==> src/rtl/mips_sc_pkg.sv <==
// Shared definitions for the single-cycle MIPS-subset core: opcodes, functs,
// ALU operations and the decoded control word.
package mips_sc_pkg;

    localparam logic [5:0] OP_RTYPE = 6'h00;
    localparam logic [5:0] OP_J     = 6'h02;
    localparam logic [5:0] OP_JAL   = 6'h03;
    localparam logic [5:0] OP_BEQ   = 6'h04;
    localparam logic [5:0] OP_BNE   = 6'h05;
    localparam logic [5:0] OP_ADDI  = 6'h08;
    localparam logic [5:0] OP_SLTI  = 6'h0A;
    localparam logic [5:0] OP_LW    = 6'h23;
    localparam logic [5:0] OP_SW    = 6'h2B;

    localparam logic [5:0] FN_JR  = 6'h08;
    localparam logic [5:0] FN_ADD = 6'h20;
    localparam logic [5:0] FN_SUB = 6'h22;
    localparam logic [5:0] FN_AND = 6'h24;
    localparam logic [5:0] FN_OR  = 6'h25;
    localparam logic [5:0] FN_SLT = 6'h2A;

    localparam logic [4:0] RA_REG = 5'd31;

    typedef enum logic [2:0] {
        ALU_ADD,
        ALU_SUB,
        ALU_AND,
        ALU_OR,
        ALU_SLT
    } alu_op_t;

    typedef struct packed {
        logic    reg_dst;
        logic    alu_src;
        logic    mem_to_reg;
        logic    reg_write;
        logic    mem_read;
        logic    mem_write;
        logic    branch;
        logic    branch_ne;
        logic    jump;
        logic    jal;
        logic    jr;
        alu_op_t alu_op;
    } ctrl_t;

    // Decoded control for anything unrecognised: no writes, fall through to PC+4.
    localparam ctrl_t CTRL_NOP = '{alu_op: ALU_ADD, default: 1'b0};

    function automatic ctrl_t r_type_ctrl(input alu_op_t op);
        ctrl_t c;
        c           = CTRL_NOP;
        c.reg_dst   = 1'b1;
        c.reg_write = 1'b1;
        c.alu_op    = op;
        return c;
    endfunction

    function automatic logic [31:0] sign_ext16(input logic [15:0] imm);
        return {{16{imm[15]}}, imm};
    endfunction

endpackage

==> src/rtl/mips_sc_alu.sv <==
// Combinational 32-bit ALU for the single-cycle core; zero flag feeds the
// branch comparison.
module mips_sc_alu
    import mips_sc_pkg::*;
(
    input  logic [31:0] a,
    input  logic [31:0] b,
    input  alu_op_t     op,
    output logic [31:0] result,
    output logic        zero
);

    always_comb begin
        result = '0;
        case (op)
            ALU_ADD: result = a + b;
            ALU_SUB: result = a - b;
            ALU_AND: result = a & b;
            ALU_OR:  result = a | b;
            ALU_SLT: result = {31'd0, $signed(a) < $signed(b)};
            default: result = '0;
        endcase
    end

    assign zero = (result == 32'd0);

endmodule

==> src/rtl/mips_sc_core.sv <==
// Single-cycle MIPS-subset core with separate instruction and data memory ports.
// Define MIPS_SC_BNE_EN to add the bne instruction (otherwise op 0x05 is a NOP).
module mips_sc_core
    import mips_sc_pkg::*;
#(
    parameter logic [31:0] RESET_PC = 32'h0000_0000,
    parameter int          RF_DEPTH = 32
) (
    input  logic        clk,
    input  logic        rst,
    output logic [31:0] inst_adr,
    input  logic [31:0] inst,
    output logic [31:0] data_adr,
    input  logic [31:0] data_out,
    output logic [31:0] data_in,
    output logic        mem_read,
    output logic        mem_write
);

    logic [31:0] pc;
    logic [31:0] pc_plus4;
    logic [31:0] pc_next;
    logic [31:0] branch_target;
    logic [31:0] jump_target;

    logic [5:0]  opcode;
    logic [5:0]  funct;
    logic [4:0]  rs_addr;
    logic [4:0]  rt_addr;
    logic [4:0]  rd_addr;
    logic [4:0]  wr_addr;
    logic [31:0] imm_sext;

    logic [31:0] rs_val;
    logic [31:0] rt_val;
    logic [31:0] alu_b;
    logic [31:0] alu_result;
    logic [31:0] wr_data;
    logic        alu_zero;
    logic        branch_taken;
    ctrl_t       ctrl;

    logic [31:0] regs [RF_DEPTH];

    assign opcode   = inst[31:26];
    assign rs_addr  = inst[25:21];
    assign rt_addr  = inst[20:16];
    assign rd_addr  = inst[15:11];
    assign funct    = inst[5:0];
    assign imm_sext = sign_ext16(inst[15:0]);

    // The shift-amount field has no consumer in this instruction subset.
    logic unused_shamt;
    assign unused_shamt = ^inst[10:6];

    // NOTE: every field gets a default before the case so no path leaves ctrl
    // unassigned, which would otherwise infer a latch.
    always_comb begin
        ctrl = CTRL_NOP;
        case (opcode)
            OP_RTYPE: begin
                case (funct)
                    FN_ADD:  ctrl = r_type_ctrl(ALU_ADD);
                    FN_SUB:  ctrl = r_type_ctrl(ALU_SUB);
                    FN_AND:  ctrl = r_type_ctrl(ALU_AND);
                    FN_OR:   ctrl = r_type_ctrl(ALU_OR);
                    FN_SLT:  ctrl = r_type_ctrl(ALU_SLT);
                    FN_JR:   ctrl.jr = 1'b1;
                    default: ctrl = CTRL_NOP;
                endcase
            end
            OP_ADDI: begin
                ctrl.alu_src   = 1'b1;
                ctrl.reg_write = 1'b1;
            end
            OP_SLTI: begin
                ctrl.alu_src   = 1'b1;
                ctrl.reg_write = 1'b1;
                ctrl.alu_op    = ALU_SLT;
            end
            OP_LW: begin
                ctrl.alu_src    = 1'b1;
                ctrl.mem_to_reg = 1'b1;
                ctrl.reg_write  = 1'b1;
                ctrl.mem_read   = 1'b1;
            end
            OP_SW: begin
                ctrl.alu_src   = 1'b1;
                ctrl.mem_write = 1'b1;
            end
            OP_BEQ: begin
                ctrl.branch = 1'b1;
                ctrl.alu_op = ALU_SUB;
            end
`ifdef MIPS_SC_BNE_EN
            OP_BNE: begin
                ctrl.branch    = 1'b1;
                ctrl.branch_ne = 1'b1;
                ctrl.alu_op    = ALU_SUB;
            end
`else
            OP_BNE: ctrl = CTRL_NOP;
`endif
            OP_J: ctrl.jump = 1'b1;
            OP_JAL: begin
                ctrl.jump      = 1'b1;
                ctrl.jal       = 1'b1;
                ctrl.reg_write = 1'b1;
            end
            default: ctrl = CTRL_NOP;
        endcase
    end

    assign rs_val = (rs_addr == 5'd0) ? 32'd0 : regs[rs_addr];
    assign rt_val = (rt_addr == 5'd0) ? 32'd0 : regs[rt_addr];
    assign alu_b  = ctrl.alu_src ? imm_sext : rt_val;

    mips_sc_alu u_alu (
        .a      (rs_val),
        .b      (alu_b),
        .op     (ctrl.alu_op),
        .result (alu_result),
        .zero   (alu_zero)
    );

    always_comb begin
        wr_addr = rt_addr;
        if (ctrl.jal) begin
            wr_addr = RA_REG;
        end else if (ctrl.reg_dst) begin
            wr_addr = rd_addr;
        end
    end

    assign wr_data = ctrl.jal        ? pc_plus4 :
                     ctrl.mem_to_reg ? data_out : alu_result;

    // NOTE: the whole register file is cleared on reset, so it is built from
    // flops rather than a RAM macro that has no reset.
    always_ff @(posedge clk or negedge rst) begin
        if (!rst) begin
            for (int i = 0; i < RF_DEPTH; i++) begin
                regs[i] <= '0;
            end
        end else if (ctrl.reg_write && (wr_addr != 5'd0)) begin
            regs[wr_addr] <= wr_data;
        end
    end

    assign pc_plus4      = pc + 32'd4;
    assign branch_target = pc_plus4 + {imm_sext[29:0], 2'b00};
    assign jump_target   = {pc_plus4[31:28], inst[25:0], 2'b00};
    assign branch_taken  = ctrl.branch & (ctrl.branch_ne ? ~alu_zero : alu_zero);

    always_comb begin
        pc_next = pc_plus4;
        if (ctrl.jr) begin
            pc_next = rs_val;
        end else if (ctrl.jump) begin
            pc_next = jump_target;
        end else if (branch_taken) begin
            pc_next = branch_target;
        end
    end

    // NOTE: state registers use non-blocking assignment so every flop samples
    // the pre-edge value of its inputs.
    always_ff @(posedge clk or negedge rst) begin
        if (!rst) begin
            pc <= RESET_PC;
        end else begin
            pc <= pc_next;
        end
    end

    assign inst_adr  = pc;
    assign data_adr  = alu_result;
    assign data_in   = rt_val;
    assign mem_read  = ctrl.mem_read & rst;
    assign mem_write = ctrl.mem_write & rst;

endmodule

==> config.mk <==
export PLATFORM = sky130hd
export DESIGN_NAME = mips_sc_core
export DESIGN_NICKNAME = d
export VERILOG_FILES = /design/src/rtl/mips_sc_pkg.sv /design/src/rtl/mips_sc_alu.sv /design/src/rtl/mips_sc_core.sv
export SDC_FILE = /design/constraint.sdc
export NUM_CORES = 2
export LEC_CHECK = 0
export ABC_CLOCK_PERIOD_IN_PS = 8440
export BUFFER_PORTS_ARGS = -buffer_cell sky130_fd_sc_hd__buf_2
export CAP_MARGIN = 20
export CORE_MARGIN = 1.5
export CORE_UTILIZATION = 50
export CTS_BUF_LIST = sky130_fd_sc_hd__clkbuf_16
export DETAILED_ROUTE_END_ITERATION = 10
export PLACE_DENSITY = 0.66
export SYNTH_ARGS = -nofsm -noshare
export SYNTH_HDL_FRONTEND = slang
export SYNTH_SLANG_ARGS = --single-unit
==> constraint.sdc <==
create_clock -name clk -period 8.44 [get_ports clk]
set_clock_uncertainty 0.05 [all_clocks]
set_input_delay 0.422 -clock clk [delete_from_list [all_inputs] [get_ports clk]]
set_output_delay 0.422 -clock clk [all_outputs]
set_load 0.02 [all_outputs]
==> results.tsv <==
stage	metric	value	unit
placed_design	DP Worst Slack	0.2960	ns
cells_and_area	area of the multi-input gates	0.03335	sq mm
critical_path	critical path peak fanout	62	
critical_path	reg2reg end	inst_adr[17]$_DFF_PN0_	
timing	fin. max-slew vios	0	
routing	vias after detailed routing	49640	
critical_path	RR Startpoint	regs[775]$_DFFE_PN0P_	
worst_hold_path	WHS Path Cells	3	
critical_path	Worst EP required	9.03	ns
placed_design	placed cells	7323	
floorplan	# rows	129	
cells_and_area	combined flip-flop and latch cell area	0.02643	sq mm
timing	min Tclk post-route	7.513	ns
timing	Final Cycle Share	89.02	%
timing	final hold violations	0	
logic_synthesis	sequential area share after synthesis	42.57	%
clock_tree	Post-CTS Setup Repair Bufs	0	
routing	DR DRC count	0	
logic_synthesis	top cells by area, synth	dfrtp_1 (43%), mux4_2 (22%), o21ai_0 (5.6%), nand2_1 (4.6%), a21oi_1 (4.4%)	
logic_synthesis	predominant post-synthesis flop cell	dfrtp_1	
cells_and_area	post-route cell area	0.06830	sq mm
timing	worst-margin pin slew	1.232	ns
critical_path	CP Capture Type	flop	
clock_tree	H-tree levels	3	
critical_path	FF-to-FF path depth	23	
logic_synthesis	synthesized cell area	0.06207	sq mm
pwr	P_leak	30.02	nW
grt	vias in the first global route	48400	
placed_design	placer's final routability congestion estimate	0.9961	
logic_synthesis	#FFs+latches synth	1056	
timing	Slew HR	15.71	%
clock_tree	Clk pin slew, worst setup/hold paths	0.07	ns
critical_path	R2R setup slack	0.96	ns
critical_path	crit path launch type	input port	
pwr	Pwr Density	200.4	mW/mm^2
logic_synthesis	syn_area_per_cell	10.46	sq um
pwr	Overall Power	13.69	mW
logic_synthesis	Mapped Nets	6125	
clock_tree	CTS tree	yes	
grt	initial antenna violation count	2	
routing	number of DRC markers in iteration 0	6037	
routing	Via density	6.587	
flow_run	Max-Cap Viols	0	
critical_path	WP data arrival	8.11	ns
logic_synthesis	cell count after synthesis	5932	
outcome	outcome	complete, no violations	
cells_and_area	Final #Nets	6003	
timing	Min Hold Slack	0.05198	ns
placed_design	Placed Area	0.06457	sq mm
logic_synthesis	Yosys top cell by area	dfrtp_1	
cells_and_area	Ant. Diodes	0	
cells_and_area	Layout Utilization	55.32	%
timing	setup violators final	0	
clock_tree	Worst-Skew Late Latency	0.75	ns
floorplan	I/O Pins	164	
clock_tree	Sink Count	1056	
grt	first-pass GRT wire length	315.6	mm
critical_path	critical path type	input port to flop	
pwr	Worst VDD drop	0.2001	mV
clock_tree	CTS resizes	0	
timing	f_max	133.1	MHz
critical_path	crit path to	inst_adr[17]$_DFF_PN0_	
logic_synthesis	asr flop ratio synth	100.0	%
logic_synthesis	Yosys top cell area share	42.57	%
routing	drt pass-1 iters	8	
timing	RSZ-0062 raised after global routing	false	
logic_synthesis	Netlist cell types	93	
clock_tree	CTS Root Cell	clkbuf_16	
floorplan	core outline area	0.1235	sq mm
timing	setup_tns	0	ns
cells_and_area	Fillers	10540	
placed_design	Buffers on Ports	163	
logic_synthesis	yosys warns	0	
floorplan	die area	0.1263	sq mm
cells_and_area	share of cells above drive strength 1	20.27	%
timing	PnR worst setup slack	0.9266	ns
floorplan	initial cell density of the core	50.27	%
clock_tree	Num CTS Buffers	108	
routing	drt wl/cell	27.93	um
logic_synthesis	Post-synth EDFFs	0	
cells_and_area	Synth-to-Final Area Change	10.04	%
clock_tree	hold_buf cts	10	
placed_design	Final HPWL DP	130.5	mm
grt	global route overflow	0	
grt	largest net degree at the start of global routing	167	
clock_tree	clk buf depth	3	
cells_and_area	fin cells	7536	
worst_hold_path	hold crit path type	input port to flop	
floorplan	chip height	355.3	um
grt	gr usage total	33.47	%
routing	final wirelength	210.5	mm
critical_path	beginning of the critical path	inst[16]	
routing	Final ANT Viol Nets	0	
floorplan	Die X	355.3	um
-- state kept, by name, summed over array words and instances, names as in the netlist --
name      cells
inst_adr     32
regs       1024
-- kinds of logic after synthesis --
logic type,Yosys count,share of synthesized area [%]
AOI/OAI and AO/OA,1549,14.01
adders and majority gates,127,2.596
and+or+nand+nor,1693,11.36
muxes,751,24.32
buffers and inverters,697,4.314
DFF,1056,42.57
xor gates and xnor gates,59,0.8325
-- layer usage --
layer,global-route usage (%),up-vias,part of all wire [%]
met1,47.02,25190,40
met3,5.605,493,9.8
li1,-,21270,-
met2,51.62,2679,46
met5,0.3774,-,0.038
met4,14.51,5,4.3
-- critical path, stage by stage --
cell and delay, ns:
buf_8 0.56, buf_4 0.49, buf_4 0.51, buf_4 0.42, mux4_2 0.56, mux4_2 0.48
nand2_1 0.10, a21oi_1 0.17, nand2_1 0.11, nand2_1 0.10, ha_1 0.48, inv_1 0.15
nor2_1 0.16, nor2_1 0.06, o2bb2ai_1 0.42, a2bb2oi_1 0.22, o211ai_1 0.16, a221oi_1 0.30
nand3_1 0.22, or4_4 0.59, nor4_4 0.26, nand4_4 0.15, buf_12 0.21, buf_4 0.21
o31a_1 0.31, a21oi_1 0.16
-- synth_stat cells, types with 9 or more instances --
cell	n
dfrtp_1	1056
nand2_1	768
o21ai_0	691
nor2_1	640
mux4_2	604
a21oi_1	544
clkbuf_1	477
inv_1	136
mux2i_1	131
ha_1	124
buf_1	63
nor3_1	57
nand3_1	53
xnor2_1	43
a21o_1	41
o211ai_1	24
a211oi_1	23
a22oi_1	23
o22ai_1	23
and3_1	21
or3_1	20
nor2b_1	19
and2_1	18
nand2b_1	18
nor4_1	18
o21bai_1	18
nand4_1	17
mux2_2	16
xor2_1	16
a31oi_1	13
o21a_1	13
o31a_1	11
o31ai_1	11
a22o_1	9
o21ai_1	9
-- how the worst min path moves through the flow --
stage                     startpoint                 endpoint  slack [ns]
2_1_floorplan                    rst  inst_adr[0]$_DFFE_PN0P_        0.08
3_3_place_gp   regs[993]$_DFFE_PN0P_    regs[993]$_DFFE_PN0P_        0.33
3_5_place_dp   regs[998]$_DFFE_PN0P_    regs[998]$_DFFE_PN0P_        0.33
4_1_cts                      inst[4]    inst_adr[6]$_DFF_PN0_        0.02
5_1_grt                      inst[4]    inst_adr[6]$_DFF_PN0_        0.05
6_report                     inst[4]    inst_adr[6]$_DFF_PN0_        0.05
-- cells in the final DEF, fill, tap and decap left out, types with 130 or more instances in the layout --
cell type / Yosys / routed
mux4_2: 604 / 604
o21ai_0: 691 / 663
inv_1: 136 / 156
buf_2: 7 / 154
dfrtp_1: 1056 / 1056
nand2_1: 768 / 751
nor2_1: 640 / 634
buf_4: 8 / 132
a21oi_1: 544 / 543
mux2i_1: 131 / 130
-- report_power, final --
| group | switching [mW] | internal, mW | leakage (nW) | total (mW) |
|---|---|---|---|---|
| clock | 2.15 | 2.76 | 1.82 | 4.91 |
| combinational | 1.92 | 1.18 | 13.7 | 3.10 |
| sequential | 0.291 | 5.38 | 14.4 | 5.67 |
| total | 4.37 | 9.32 | 30.0 | 13.7 |
-- cell type report --
cell class	instances	share of cell area [%]
clock buffers	110	4.030
clock inverters	89	1.152
inverters	139	0.7639
multi-input cells	4179	48.82
flip-flops and latches	1056	38.69
well taps	1637	2.999
repair buffers	326	3.546
Note: power is estimated with default switching activity, not from simulation.
